[src/rtl/rv32_e_fdiv_sqrt_pkg.sv]
// Shared FP32 types for the divide/sqrt unit, the FPU result path and the fflags/frm CSR logic.
// Latency: n/a (types and constants only).
// Backpressure: n/a.
package rv32_e_fdiv_sqrt_pkg;

    typedef struct packed {
        logic nv;
        logic dz;
        logic of;
        logic uf;
        logic nx;
    } fflags_t;

    typedef enum logic [2:0] {
        RM_RNE = 3'b000,
        RM_RTZ = 3'b001,
        RM_RDN = 3'b010,
        RM_RUP = 3'b011,
        RM_RMM = 3'b100
    } rm_e;

    localparam logic [31:0] FP32_QNAN = 32'h7FC0_0000;
    localparam logic [31:0] FP32_PINF = 32'h7F80_0000;
    localparam logic [31:0] FP32_PMAX = 32'h7F7F_FFFF;

    typedef struct packed {
        logic        sign;
        logic [7:0]  exp;
        logic [23:0] mant;
        logic        is_zero;
        logic        is_inf;
        logic        is_qnan;
        logic        is_snan;
        logic        is_sub;
    } fp_class_t;

    typedef enum logic [2:0] {
        ST_IDLE,
        ST_UNPACK,
        ST_ITER,
        ST_ROUND,
        ST_DONE
    } ds_state_e;

endpackage

[src/rtl/rv32_e_fp_unpack.sv]
// FP32 field split and operand classification (mant carries the hidden bit).
// Latency: combinational.
// Backpressure: none.
module rv32_e_fp_unpack
    import rv32_e_fdiv_sqrt_pkg::*;
(
    input  logic [31:0] val,
    output logic        sign,
    output logic [7:0]  exp,
    output logic [23:0] mant,
    output logic        is_zero,
    output logic        is_inf,
    output logic        is_qnan,
    output logic        is_snan,
    output logic        is_sub
);
    logic exp_min;
    logic exp_max;
    logic frac_nz;

    assign exp_min = (val[30:23] == 8'h00);
    assign exp_max = (val[30:23] == 8'hFF);
    assign frac_nz = |val[22:0];

    assign sign    = val[31];
    assign exp     = val[30:23];
    assign mant    = {~exp_min, val[22:0]};
    assign is_zero = exp_min & ~frac_nz;
    assign is_sub  = exp_min & frac_nz;
    assign is_inf  = exp_max & ~frac_nz;
    assign is_qnan = exp_max & val[22];
    assign is_snan = exp_max & ~val[22] & frac_nz;

endmodule

[src/rtl/rv32_e_fdiv_sqrt.sv]
// Iterative FP32 divide / square root, radix-2 restoring; RV32_FDIVSQRT_RM_EN adds rm_i and all rounding modes.
// Latency: valid_o 29 cycles after start is accepted, 2 cycles for special operands.
// Backpressure: none; busy_o stalls issue and start_i is ignored while busy.
module rv32_e_fdiv_sqrt
    import rv32_e_fdiv_sqrt_pkg::*;
#(
    parameter int ITER_BITS = 26,
    parameter int CNT_W     = 5
) (
    input  logic        clk_i,
    input  logic        rst_i,
    input  logic        start_i,
    input  logic        op_i,
    input  logic [31:0] src_a_i,
    input  logic [31:0] src_b_i,
    input  logic        kill_i,
`ifdef RV32_FDIVSQRT_RM_EN
    input  logic [2:0]  rm_i,
`endif
    output logic        busy_o,
    output logic        valid_o,
    output logic [31:0] result_o,
    output logic [4:0]  flags_o
);
    localparam int RW   = ITER_BITS + 4;
    localparam int RADW = 2 * ITER_BITS;

    ds_state_e          state, state_n;
    logic               op_r;
    logic [31:0]        a_r, b_r;
    rm_e                rm_r;
    logic [CNT_W-1:0]   cnt;
    logic [RW-1:0]      rem;
    logic [ITER_BITS-1:0] q;
    logic [RADW-1:0]    rad;
    logic [23:0]        mb_r;
    logic signed [9:0]  exp_r;
    logic               sign_r;
    logic [31:0]        result_r;
    fflags_t            flags_r;
    fp_class_t          ca, cb;

    rv32_e_fp_unpack u_unpack_a (
        .val(a_r), .sign(ca.sign), .exp(ca.exp), .mant(ca.mant), .is_zero(ca.is_zero),
        .is_inf(ca.is_inf), .is_qnan(ca.is_qnan), .is_snan(ca.is_snan), .is_sub(ca.is_sub)
    );
    rv32_e_fp_unpack u_unpack_b (
        .val(b_r), .sign(cb.sign), .exp(cb.exp), .mant(cb.mant), .is_zero(cb.is_zero),
        .is_inf(cb.is_inf), .is_qnan(cb.is_qnan), .is_snan(cb.is_snan), .is_sub(cb.is_sub)
    );

    // Subnormal operands are flushed: they classify as signed zero.
    logic a_zero, b_zero, a_nan, b_nan, sign_div;
    assign a_zero   = ca.is_zero | ca.is_sub;
    assign b_zero   = cb.is_zero | cb.is_sub;
    assign a_nan    = ca.is_qnan | ca.is_snan;
    assign b_nan    = cb.is_qnan | cb.is_snan;
    assign sign_div = ca.sign ^ cb.sign;

    logic signed [9:0] ea_s, eb_s, div_e, sqrt_e;
    logic [24:0]       xm;
    assign ea_s   = $signed({2'b00, ca.exp});
    assign eb_s   = $signed({2'b00, cb.exp});
    assign div_e  = ea_s - eb_s + 10'sd127;
    assign sqrt_e = ((ea_s - 10'sd127) >>> 1) + 10'sd127;
    // Odd unbiased exponent (even biased) doubles the radicand so the root stays in [1,2).
    assign xm     = ca.exp[0] ? {1'b0, ca.mant} : {ca.mant, 1'b0};

    logic        special;
    logic [31:0] spec_res;
    fflags_t     spec_flags;

    always_comb begin
        special    = 1'b1;
        spec_res   = FP32_QNAN;
        spec_flags = '0;
        if (rm_r > RM_RMM) begin
            spec_flags.nv = 1'b1;
        end else if (!op_r) begin
            if (a_nan | b_nan) begin
                spec_flags.nv = ca.is_snan | cb.is_snan;
            end else if ((a_zero & b_zero) | (ca.is_inf & cb.is_inf)) begin
                spec_flags.nv = 1'b1;
            end else if (ca.is_inf) begin
                spec_res = FP32_PINF | {sign_div, 31'd0};
            end else if (b_zero) begin
                spec_res      = FP32_PINF | {sign_div, 31'd0};
                spec_flags.dz = 1'b1;
            end else if (a_zero | cb.is_inf) begin
                spec_res = {sign_div, 31'd0};
            end else begin
                special = 1'b0;
            end
        end else begin
            if (a_nan) begin
                spec_flags.nv = ca.is_snan;
            end else if (a_zero) begin
                spec_res = {ca.sign, 31'd0};
            end else if (ca.sign) begin
                spec_flags.nv = 1'b1;
            end else if (ca.is_inf) begin
                spec_res = FP32_PINF;
            end else begin
                special = 1'b0;
            end
        end
    end

    // One recurrence step: divide compares/subtracts then shifts, sqrt brings in two radicand bits first.
    logic [RW-1:0] rem_sh, trial, rem_n;
    logic          q_bit;

    always_comb begin
        if (op_r) begin
            rem_sh = {rem[RW-3:0], rad[RADW-1 -: 2]};
            trial  = RW'({q, 2'b01});
        end else begin
            rem_sh = rem;
            trial  = RW'(mb_r);
        end
        q_bit = (rem_sh >= trial);
        rem_n = q_bit ? (rem_sh - trial) : rem_sh;
        if (!op_r) begin
            rem_n = rem_n << 1;
        end
    end

    logic                 lead, g, s, inc, sat;
    logic [ITER_BITS-1:0] qn;
    logic [23:0]          m;
    logic [24:0]          m_sum;
    logic signed [9:0]    e_n, e_f;
    logic [31:0]          rnd_res;
    fflags_t              rnd_flags;

    always_comb begin
        lead = q[ITER_BITS-1];
        qn   = lead ? q : (q << 1);
        m    = qn[ITER_BITS-1 -: 24];
        g    = qn[ITER_BITS-25];
        s    = (|qn[ITER_BITS-26:0]) | (|rem);
        case (rm_r)
            RM_RTZ:  inc = 1'b0;
            RM_RDN:  inc = sign_r & (g | s);
            RM_RUP:  inc = ~sign_r & (g | s);
            RM_RMM:  inc = g;
            default: inc = g & (s | m[0]);
        endcase
        m_sum = {1'b0, m} + {24'd0, inc};
        e_n   = exp_r - (lead ? 10'sd0 : 10'sd1);
        e_f   = e_n + (m_sum[24] ? 10'sd1 : 10'sd0);
        sat   = (rm_r == RM_RTZ) | ((rm_r == RM_RDN) & ~sign_r) | ((rm_r == RM_RUP) & sign_r);
        rnd_flags    = '0;
        rnd_flags.nx = g | s;
        rnd_res      = {sign_r, e_f[7:0], (m_sum[24] ? 23'd0 : m_sum[22:0])};
        if (e_f >= 10'sd255) begin
            rnd_res      = (sat ? FP32_PMAX : FP32_PINF) | {sign_r, 31'd0};
            rnd_flags.of = 1'b1;
            rnd_flags.nx = 1'b1;
        end else if (e_f <= 10'sd0) begin
            rnd_res      = {sign_r, 31'd0};
            rnd_flags.uf = 1'b1;
            rnd_flags.nx = 1'b1;
        end
    end

    always_ff @(posedge clk_i) begin
        if (rst_i) begin
            state <= ST_IDLE;
        end else begin
            state <= state_n;
        end
    end

    always_comb begin
        state_n = state;
        if (kill_i) begin
            state_n = ST_IDLE;
        end else begin
            case (state)
                ST_IDLE:   if (start_i) state_n = ST_UNPACK;
                ST_UNPACK: state_n = special ? ST_DONE : ST_ITER;
                ST_ITER:   if (cnt == CNT_W'(ITER_BITS - 1)) state_n = ST_ROUND;
                ST_ROUND:  state_n = ST_DONE;
                default:   state_n = ST_IDLE;
            endcase
        end
    end

    always_comb begin
        busy_o  = (state != ST_IDLE);
        valid_o = (state == ST_DONE);
    end

    always_ff @(posedge clk_i) begin
        if (rst_i) begin
            op_r     <= 1'b0;
            a_r      <= '0;
            b_r      <= '0;
            cnt      <= '0;
            rem      <= '0;
            q        <= '0;
            rad      <= '0;
            mb_r     <= '0;
            exp_r    <= '0;
            sign_r   <= 1'b0;
            result_r <= '0;
            flags_r  <= '0;
        end else if (!kill_i) begin
            case (state)
                ST_IDLE: begin
                    if (start_i) begin
                        op_r <= op_i;
                        a_r  <= src_a_i;
                        b_r  <= src_b_i;
                    end
                end
                ST_UNPACK: begin
                    cnt    <= '0;
                    q      <= '0;
                    mb_r   <= cb.mant;
                    sign_r <= op_r ? 1'b0 : sign_div;
                    rem    <= op_r ? '0 : RW'(ca.mant);
                    rad    <= {xm, {(RADW-25){1'b0}}};
                    exp_r  <= op_r ? sqrt_e : div_e;
                    if (special) begin
                        result_r <= spec_res;
                        flags_r  <= spec_flags;
                    end
                end
                ST_ITER: begin
                    cnt <= cnt + CNT_W'(1);
                    q   <= {q[ITER_BITS-2:0], q_bit};
                    rem <= rem_n;
                    rad <= rad << 2;
                end
                ST_ROUND: begin
                    result_r <= rnd_res;
                    flags_r  <= rnd_flags;
                end
                default: ;
            endcase
        end
    end

`ifdef RV32_FDIVSQRT_RM_EN
    always_ff @(posedge clk_i) begin
        if (rst_i) begin
            rm_r <= RM_RNE;
        end else if (!kill_i && state == ST_IDLE && start_i) begin
            rm_r <= rm_e'(rm_i);
        end
    end
`else
    assign rm_r = RM_RNE;
`endif

    assign result_o = result_r;
    assign flags_o  = flags_r;

endmodule
[config.mk]
export PLATFORM = sky130hd
export DESIGN_NAME = rv32_e_fdiv_sqrt
export DESIGN_NICKNAME = d
export VERILOG_FILES = /design/src/rtl/rv32_e_fdiv_sqrt_pkg.sv /design/src/rtl/rv32_e_fp_unpack.sv /design/src/rtl/rv32_e_fdiv_sqrt.sv
export SDC_FILE = /design/constraint.sdc
export NUM_CORES = 1
export LEC_CHECK = 0
export CORE_ASPECT_RATIO = 0.8
export CORE_MARGIN = 2
export CORE_UTILIZATION = 39
export CTS_CLUSTER_DIAMETER = 30
export DETAILED_ROUTE_END_ITERATION = 8
export SYNTH_ARGS = -nofsm -noshare
export SYNTH_HDL_FRONTEND = slang
export SYNTH_SLANG_ARGS = --single-unit
[constraint.sdc]
create_clock -name clk_i -period 6.96 [get_ports clk_i]
set_clock_uncertainty 0.2 [all_clocks]
set_input_delay 0.696 -clock clk_i [delete_from_list [all_inputs] [get_ports clk_i]]
set_output_delay 0.696 -clock clk_i [all_outputs]
set_load 0.02 [all_outputs]
Word level (Yosys, flattened, before mapping)
Cells that the tools add are included.
{"block": "totals", "wordCells": 149, "out_inout_bits": 39, "reg_bits": 253, "inputBits": 69}
{"block": "classes", "reduce_logical": 15, "add_sub_neg": 9, "mux": 61, "order_cmp": 3, "bitwise_logic": 34, "eq_ne": 10}
{"cell": "$mux 32", "n": 9}
{"cell": "$pmux 52 s2", "n": 1}
{"cell": "$mux 30", "n": 3}
{"cell": "$mux 23", "n": 3}
{"cell": "$pmux 32 s2", "n": 1}
{"cell": "$mux 31", "n": 2}
{"cell": "$pmux 30 s2", "n": 1}
{"cell": "$pmux 26 s2", "n": 1}
{"cell": "$reduce_or 23->1", "n": 2}
{"cell": "$ge 30x30->1", "n": 1}
{"cell": "$reduce_or 30->1", "n": 1}
{"cell": "$sub 30x30->30", "n": 1}
{"cell": "$mux 28", "n": 1}
{"cell": "$mux 1", "n": 27}
{"cell": "$mux 26", "n": 1}
{"cell": "$add 24x1->25", "n": 1}
{"cell": "$mux 25", "n": 1}
{"cell": "$mux 24", "n": 1}
{"cell": "$pmux 5 s2", "n": 2}
{"cell": "$eq 8x8->1 const B", "n": 2}
{"cell": "$logic_not 8->1", "n": 2}
{"cell": "$and 1x1->1", "n": 15}
{"cell": "$pmux 3 s4", "n": 1}
{"cell": "$or 1x1->1", "n": 11}
{"cell": "other kinds (26)", "n": 41}

Longest topological paths before layout
Gate-level depths: netlist of the first run.
{"block": "depth", "word_depth": 13, "depth_mapped": 31, "depth_no_buf": 24}

Modules after synthesis
From an unflattened synthesis of the first run, not the netlist that was laid out.
{"block": "unflattened", "cells_unflattened": 1925, "area_unflattened_um2": 14707.9}
{"module": "rv32_e_fdiv_sqrt", "cells_each": 1819, "n_inst": 1, "area_per_inst_um2": 13927.1}
{"module": "rv32_e_fp_unpack", "cells_each": 53, "n_inst": 2, "area_per_inst_um2": 390.4}

Worst setup path before layout of the first run
Ideal clock, no wire load.
{"block": "synth_timing", "kind": "register -> register", "from": "register q[25]", "to": "register result_r[11], in the netlist result_o[11]", "t_required_ns": 6.643, "period_less_slack_ns": 5.896, "t_arrival_ns": 5.578, "slack_ns": 1.064, "path_stages_with_launch": 32, "n_path_buf": 7, "path_cell_list": "dfxtp_1 buf_6 buf_8 clkbuf_1 clkbuf_1 nand2_1 a21boi_0 ha_1 nand3_1 nor2_4 and3b_1 buf_4 and4_4 nand2_2 nor3b_4 o211ai_2 ha_1 inv_1 ha_1 inv_1 fa_1 nor2b_1 o21a_1 o21ai_2 nor4b_2 a2111oi_4 and4_1 a211oi_2 and4_4 buf_6 buf_8 a32o_1"}
{"block": "synth_via", "elab_chain_cells": 11, "word_cells_on_any_way": 15, "cone_classes": "add/sub: 3; order compare: 2; mux: 7; bitwise: 3"}
{"item": "start: declaration", "line": "rv32_e_fdiv_sqrt.sv:34", "text": "logic [ITER_BITS-1:0] q;"}
{"item": "start signal: assignment", "line": "rv32_e_fdiv_sqrt.sv:233", "text": "q <= {q[ITER_BITS-2:0], q_bit};"}
{"item": "$mux 26", "line": "rv32_e_fdiv_sqrt.sv:138", "text": "qn = lead ? q : (q << 1);"}
{"item": "$or 1x1->1", "line": "rv32_e_fdiv_sqrt.sv:141", "text": "s = (|qn[ITER_BITS-26:0]) | (|rem);"}
{"item": "$or 1x1->1", "line": "rv32_e_fdiv_sqrt.sv:147", "text": "default: inc = g & (s | m[0]);"}
{"item": "$and 1x1->1", "line": "rv32_e_fdiv_sqrt.sv:147"}
{"item": "$add 24x1->25", "line": "rv32_e_fdiv_sqrt.sv:149", "text": "m_sum = {1'b0, m} + {24'd0, inc};"}
{"item": "$mux 1", "line": "rv32_e_fdiv_sqrt.sv:151", "text": "e_f = e_n + (m_sum[24] ? 10'sd1 : 10'sd0);"}
{"item": "$add 10x2->10", "line": "rv32_e_fdiv_sqrt.sv:151"}
{"item": "$le 10x1->1", "line": "rv32_e_fdiv_sqrt.sv:160", "text": "end else if (e_f <= 10'sd0) begin"}
{"item": "$mux 31", "line": "rv32_e_fdiv_sqrt.sv:160"}
{"item": "$mux 31 *", "line": "rv32_e_fdiv_sqrt.sv:156", "text": "if (e_f >= 10'sd255) begin"}
{"item": "$pmux 32 s2 *", "line": "rv32_e_fdiv_sqrt.sv:210", "text": "case (state)"}
{"item": "end signal: assignment", "line": "rv32_e_fdiv_sqrt.sv:227", "text": "result_r <= spec_res;"}
{"item": "end signal: assignment", "line": "rv32_e_fdiv_sqrt.sv:238", "text": "result_r <= rnd_res;"}
{"item": "end: declaration", "line": "rv32_e_fdiv_sqrt.sv:39", "text": "logic [31:0] result_r;"}
Every way passes the cells marked *; elsewhere a longest branch is shown, timed or not.
A chain may end at the register's enable or synchronous reset.

Worst setup path after layout of the first run
Ends and elaborated chain as after synthesis.

==> results.md, run 1 <==
- Clock tree sinks: 226
- Slew @ Worst Pin: 1030 ps
- GR Overflow Total: 0
- Most common cell after layout, fill and taps aside: nand2_1
- Net Count, Synth: about 2,000
- Final TNS setup: 0 ps
- Initial Util: 39.8%
- Post-synth EDFFs: 0
- Critical path arrival: 6280 ps
- Min-Delay Path Class: flip-flop to flip-flop
- Max Root-Sink Buffers: 3
- Max incr delay on CP: 670 ps
- N_diodes: 0
- Post-route clock period utilization: 86.0%
- Peak supply drop: 0.158 mV
- Post-CTS setup buffers: 0
- Num ports: about 110
- Max Clock Freq: 167 MHz
- Routed Antenna Nets: 0
- Fin. Hold Viols: 0
- Status: finished, final reports clean
- Area Growth Syn to Fin: 20.6%
- Vias per cell: 5.69
- Rows: 62
- Tot GR Track Use: between 20 and 25%
- Most frequent cell on the critical path: ha_1
- Post-synth top area cell: dfxtp_1
- PortBufs: 107
- Worst Path Required: 7250 ps
- Post-synth top flop: dfxtp_1
- Post-cts sizing count: 0
- Vias: 13,761
- Final Total Pwr: 4480 uW
- Final Setup Violations: 0
- Sequential fraction of the synthesis area: 31.5%
- Final wirelength: 44,500 um
- Synthesized area: 0.0144 sq mm
- Vias in the first global route: 12,760
- HP Start: rad[39]
- Die X-Extent: 219 um
- Root buf cell: clkbuf_16
- Clk Latency, worst-skew pair: around 560 ps
- Nature of the critical path endpoint: flip-flop
- Die area: 0.0384 sq mm
- Final Max Slew Viols: 0
- Worst-path fanout max: 31
- Top cell family by delay on the critical path: simple AND/OR/NAND/NOR gates
- DR pass1 iterations: 5
- Post-DP HPWL: 31,600 um
- Largest cells by area after synthesis: dfxtp_1 (32%), nand2_1 (9.0%), a21oi_1 (7.9%)
- Largest net degree at the start of global routing: 72
- Reg-to-Reg Start: q[25]
- CP startpoint: q[25]
- Core footprint: ~0.036 sq mm
- Placer Congestion: 0.902
- First DRT Iteration DRCs: 1,226
- Crit path launch type: flip-flop
- RSZ-0062 raised after global routing: no
- Total CTS buffers: 48
- Crit Path Class: flip-flop to flip-flop
- Share of cells above drive strength 1: 9.70%
- Pleak: ~0.0064 uW
- DIE HEIGHT: ~180 um
- Gate Count Post-Synth: 1,853
- Yosys Warn Count: 0
- Most frequent cells in the layout: nand2_1 (345), a21oi_1 (228), dfxtp_1 (224)
- Wire length per cell: 18.4 um
- First-pass GRT wire length: 70,500 um
- Initial antenna violation count: 0
- Synth Register Bits: 226
- CTS Hold Bufs: 0
- Post-synth top area share: 31.5%
- Library cells used by synthesis: 107
- Clock-pin slew on the worst setup and hold paths: ~50 ps
- FFs w/ async S/R, synth: 0%
- H-tree Lvls: 2
- CP Cell Sequence: nand2_1, a21boi_0, ha_1, nand3_1, nor2_4, and3b_1, and4_4, nand2_2, nor3b_4, o211ai_2, ha_1, inv_1, ha_1, inv_1, fa_1, nor2b_1, o21a_1, o21ai_2, nor4b_2, a2111oi_4, o41ai_4, a211oi_2, and4_4, a32o_1
- # Max-Cap Violations: 0
- Mean Syn Cell Area: about 7.7 sq um
- Final hold slack: 250 ps
- Fin nets: 2,024
- Tmin final: 5980 ps
- PwrDens: ~260 mW/mm^2
- CTS tree: yes
- Buffers plus inverters on the worst setup path: 2
- CP max stage cell: dfxtp_2
- Max_slew headroom: 31.1%
- Detailed-route DRC error count: 0
-- power breakdown --
part / switching (uW) / internal (uW)
Combinational: 472 / 306
Clock: 805 / 1530
Sequential: 43.5 / 1330
Total: 1320 / 3160
-- routing by layer --
layer | vias to the layer above | GRT usage, % | wire length (um)
met1 | 6458 | 33.7 | 21700
met5 | - | 0 | 0
li1 | 6799 | - | -
met4 | 0 | 6.12 | 912
met2 | 433 | 33.6 | 18600
met3 | 71 | 4.40 | 3260
-- path summary, 6_finish.rpt --
kind                  end  slack, ps  cells past startpoint
max          result_o[11]        980                     24
min               rad[39]        250                      2
max reg2reg  result_o[11]        980                     24
min reg2reg       rad[39]        250                      2
-- worst register-to-register path, cell delays in order (launching register included) --
cell and delay, ps:
dfxtp_2 670, nand2_1 110, a21boi_0 210, ha_1 230, nand3_1 160, nor2_4 190, and3b_1 290, and4_4 290
nand2_2 90, nor3b_4 240, o211ai_2 140, ha_1 290, inv_1 50, ha_1 150, inv_1 50, fa_1 390
nor2b_1 120, o21a_1 140, o21ai_2 90, nor4b_2 190, a2111oi_4 410, o41ai_4 150, a211oi_2 370, and4_4 460
a32o_1 220
-- cell families after synthesis --
group                    synth area share, %
AO/OA/AOI/OAI                           25.0
XOR/XNOR                                3.66
adder cells (fa/ha/maj)                 5.04
buffers and inverters                   5.26
flip-flops                              31.5
multiplexers                            7.10
AND/OR/NAND/NOR                         22.4
-- registers in the layout (all words and copies together) (netlist names) --
register	cells
a_r	32
b_r	32
cnt	5
exp_r	10
flags_o	5
mb_r	24
op_r	1
q	26
rad	25
rem	30
result_o	32
sign_r	1
state	3
-- through the flow --
step           std cells  utilization (%)  instance area, sq um  setup slack, ps
3_5_place_dp        2329             43.3                 15600              995
2_1_floorplan       1853                -                 14400             1060
6_report            2419             48.0                 17300              976
4_1_cts             2419             48.0                 17300              983
3_3_place_gp        2329             43.3                 15600             1150
5_1_grt             2419             48.0                 17300              506
-- cells in the mapped netlist (29+ instances only) --
| master | instances |
|---|---|
| o211ai_1 | 29 |
| xnor2_1 | 37 |
| a211oi_1 | 29 |
| inv_1 | 46 |
| nand3_1 | 63 |
| a21oi_1 | 228 |
| nand2_1 | 345 |
| dfxtp_1 | 226 |
| nor3_1 | 45 |
| clkbuf_1 | 85 |
| mux2i_1 | 67 |
| o21ai_0 | 46 |
| nor2_1 | 106 |
| ha_1 | 53 |
-- area by class of cell --
class,count,area [sq um]
fillers,3577,18800
multi-input cells,1448,9100
flip-flops and latches,226,4530
clock buffers,59,1330
repair buffers,127,1220
well taps,480,601
clock inverters,31,343
inverters,48,180
Power figures use the tool's default switching activity.
==> run 2: changes to the inputs <==
Settings changed: CTS_CLUSTER_DIAMETER 30 to 80, PLACE_DENSITY_LB_ADDON from default to 0.05.
==> run 2 against run 1 <==
Compared with the run above: sequential power hardly changed; design area is 4.0% lower; combinational power is 1% higher; critical path type unchanged; largest power group unchanged.
==> results.md, run 2 (synthesis gave the netlist of run 1 again) <==
- Status: finished, final reports clean
- CTS Hold Bufs: 0 (unchanged)
- RR Endpoint: result_o[6]
- Final Max Slew Viols: 0 (unchanged)
- Post-CTS setup buffers: 0 (unchanged)
- Share of cells above drive strength 1: 7.89% (-1.8 points)
- Crit Path Class: flip-flop to flip-flop
- Fillers: 3,646 (+1.9%)
- First DRT Iteration DRCs: 999 (-19%)
- # Max-Cap Violations: 0 (unchanged)
- CP startpoint: q[25]
- Final TNS setup: 0 ps (unchanged)
- N_diodes: 0 (unchanged)
- Crit path capture: result_o[6]
- First-pass GRT wire length: 72,700 um (+3.1%)
- CTS tree: yes
- Post-cts sizing count: 0 (unchanged)
- Max Root-Sink Buffers: 3 (unchanged)
- DIE HEIGHT: 176 um (unchanged)
- Reg-to-Reg Start: q[25]
- Met3 wire len: 2140 um (-34%)
- Die area: 0.0384 sq mm (unchanged)
- Placed Area: 0.0157 sq mm (+0.19%)
- Max layer used: met4
- H-tree Lvls: 1 (-1)
- Final hold slack: 249 ps (-0.880 ps)
- Rows: 62 (unchanged)
- Wire length per cell: 19.3 um (+5.2%)
- Core footprint: 0.0361 sq mm (unchanged)
- Final wirelength: 46,100 um (+3.6%)
- Initial antenna violation count: 0 (unchanged)
- Most frequent cells in the layout: nand2_1 (345), a21oi_1 (228), dfxtp_1 (224)
- Vias in the first global route: 12,514 (-1.9%)
- Placer Congestion: 0.890 (-1.3%)
- Crit path launch type: flip-flop
- Die X-Extent: 219 um (unchanged)
- Max Clock Freq: 169 MHz (+0.89%)
- Routed Antenna Nets: 0 (unchanged)
- Clock-pin slew on the worst setup and hold paths: 60 ps (about the same)
- Design area: 0.0166 sq mm (-4.0%)
- Nature of the critical path endpoint: flip-flop
- DR pass1 iterations: 5 (unchanged)
- Pleak: 0.00605 uW (-5.2%)
- Area Growth Syn to Fin: 15.7%
- Fin. Hold Viols: 0 (unchanged)
- Post-DP HPWL: 33,100 um (+4.7%)
- Clk Latency, worst-skew pair: 560 ps (about the same)
- Critical path arrival: 6220 ps (-60 ps)
- Fin nets: 2,007 (-0.84%)
- PortBufs: 107 (unchanged)
- Detailed-route DRC error count: 0 (unchanged)
- Most common cell after layout, fill and taps aside: nand2_1
- R2R setup slack: 1030 ps (+50 ps)
- Met2 WL post-DR: 18,900 um (+1.5%)
- GR Overflow Total: 0 (unchanged)
- Vias per cell: 5.68 (about the same)
- PwrDens: 221 mW/mm^2 (-15%)
- Num ports: 108 (unchanged)
- Peak supply drop: 0.167 mV (+5.5%)
- Initial Util: 39.8% (unchanged)
- Clock tree sinks: 226 (unchanged)
- Worst-path fanout max: 30 (-3.2%)
- Wl on met1: 24,300 um (+12%)
- Post-route clock period utilization: 85.2% (-0.76 points)
- Min-Delay Path Class: flip-flop to flip-flop
- Finished Core Util: 46.1% (-1.9 points)
- Tmin final: 5930 ps (-52.6 ps)
- Vias: 13,537 (-1.6%)
- Cells on worst reg2reg path: 25 (+4.2%)
- Final Setup Violations: 0 (unchanged)
- Slew @ Worst Pin: 950 ps (-83.7 ps)
- Tot GR Track Use: 23.7% (+0.90 points)
- Worst Path Required: 7250 ps (about the same)
- Max_slew headroom: 36.6% (+5.5 points)
- Total CTS buffers: 27 (-44%)
- Largest net degree at the start of global routing: 70 (-2.8%)
- RSZ-0062 raised after global routing: no
- Root buf cell: clkbuf_16
[run 2: cell types whose count changed in the layout (fill, tap and decap cells not counted), sizes merged]
cell | before | now
buf | 21 | 25
clkbuf | 59 | 35
clkinv | 15 | 10
clkinvlp | 5 | 2
inv | 55 | 46
[run 2: power by group]
| group | internal [uW] | switching [uW] |
|---|---|---|
| clock | 925 | 591 |
| combinational | 306 | 481 |
| sequential | 1320 | 42.5 |
| total | 2550 | 1110 |
[run 2: metrics by stage]
stage                     setup WS, ps  total power [uW]  instances
final                             1030              3670       2382
after global routing               539              3820       2382
after CTS                         1020              3700       2382
after detailed placement          1060              2170       2333
after global placement            1170              2170       2333
after floorplan                   1060              1950       1853
[run 2: worst max-delay path, cell delays in order (launching register included)]
cell and delay, ps:
dfxtp_2 330, buf_4 300, nand2_1 70, a21boi_0 180
ha_1 220, nand3_1 150, nor2_4 190, and3b_1 290
and4_4 290, nand2_2 90, nor3b_4 260, o211ai_2 140
ha_1 290, inv_1 60, ha_1 160, inv_1 50
fa_1 390, nor2b_1 120, o21a_1 140, o21ai_2 90
nor4b_2 190, a2111oi_4 430, o41ai_4 160, a211oi_2 380
and4_4 470, a32o_1 210
[run 2: area by class of cell]
class / instances / area, sq um / share of cell area, %
Clock buffer: 35 / 767 / 4.61
Multi-Input combinational cell: 1448 / 9100 / 54.8
Sequential cell: 226 / 4530 / 27.3
Inverter: 48 / 180 / 1.08
Timing Repair Buffer: 131 / 1250 / 7.54
Clock inverter: 14 / 186 / 1.12
Tap cell: 480 / 601 / 3.61
[run 2: per-layer routing]
metal	vias to the layer above	track usage, %
li1	6750	-
met1	6404	37.2
met2	336	34.5
met3	47	2.84
met4	0	4.28
met5	-	0
[run 2: worst min-delay path by stage]
| stage | slack [ps] | from | depth (start not counted) | endpoint |
|---|---|---|---|---|
| final | 250 | rad[39] | 2 | rad[39] |
| after global routing | 270 | rad[41] | 2 | rad[41] |
| after CTS | 250 | rad[42] | 2 | rad[42] |
| after detailed placement | 240 | rad[36] | 2 | rad[36] |
| after global placement | 240 | rad[39] | 2 | rad[39] |
| after floorplan | 230 | mb_r[0] | 2 | mb_r[0] |
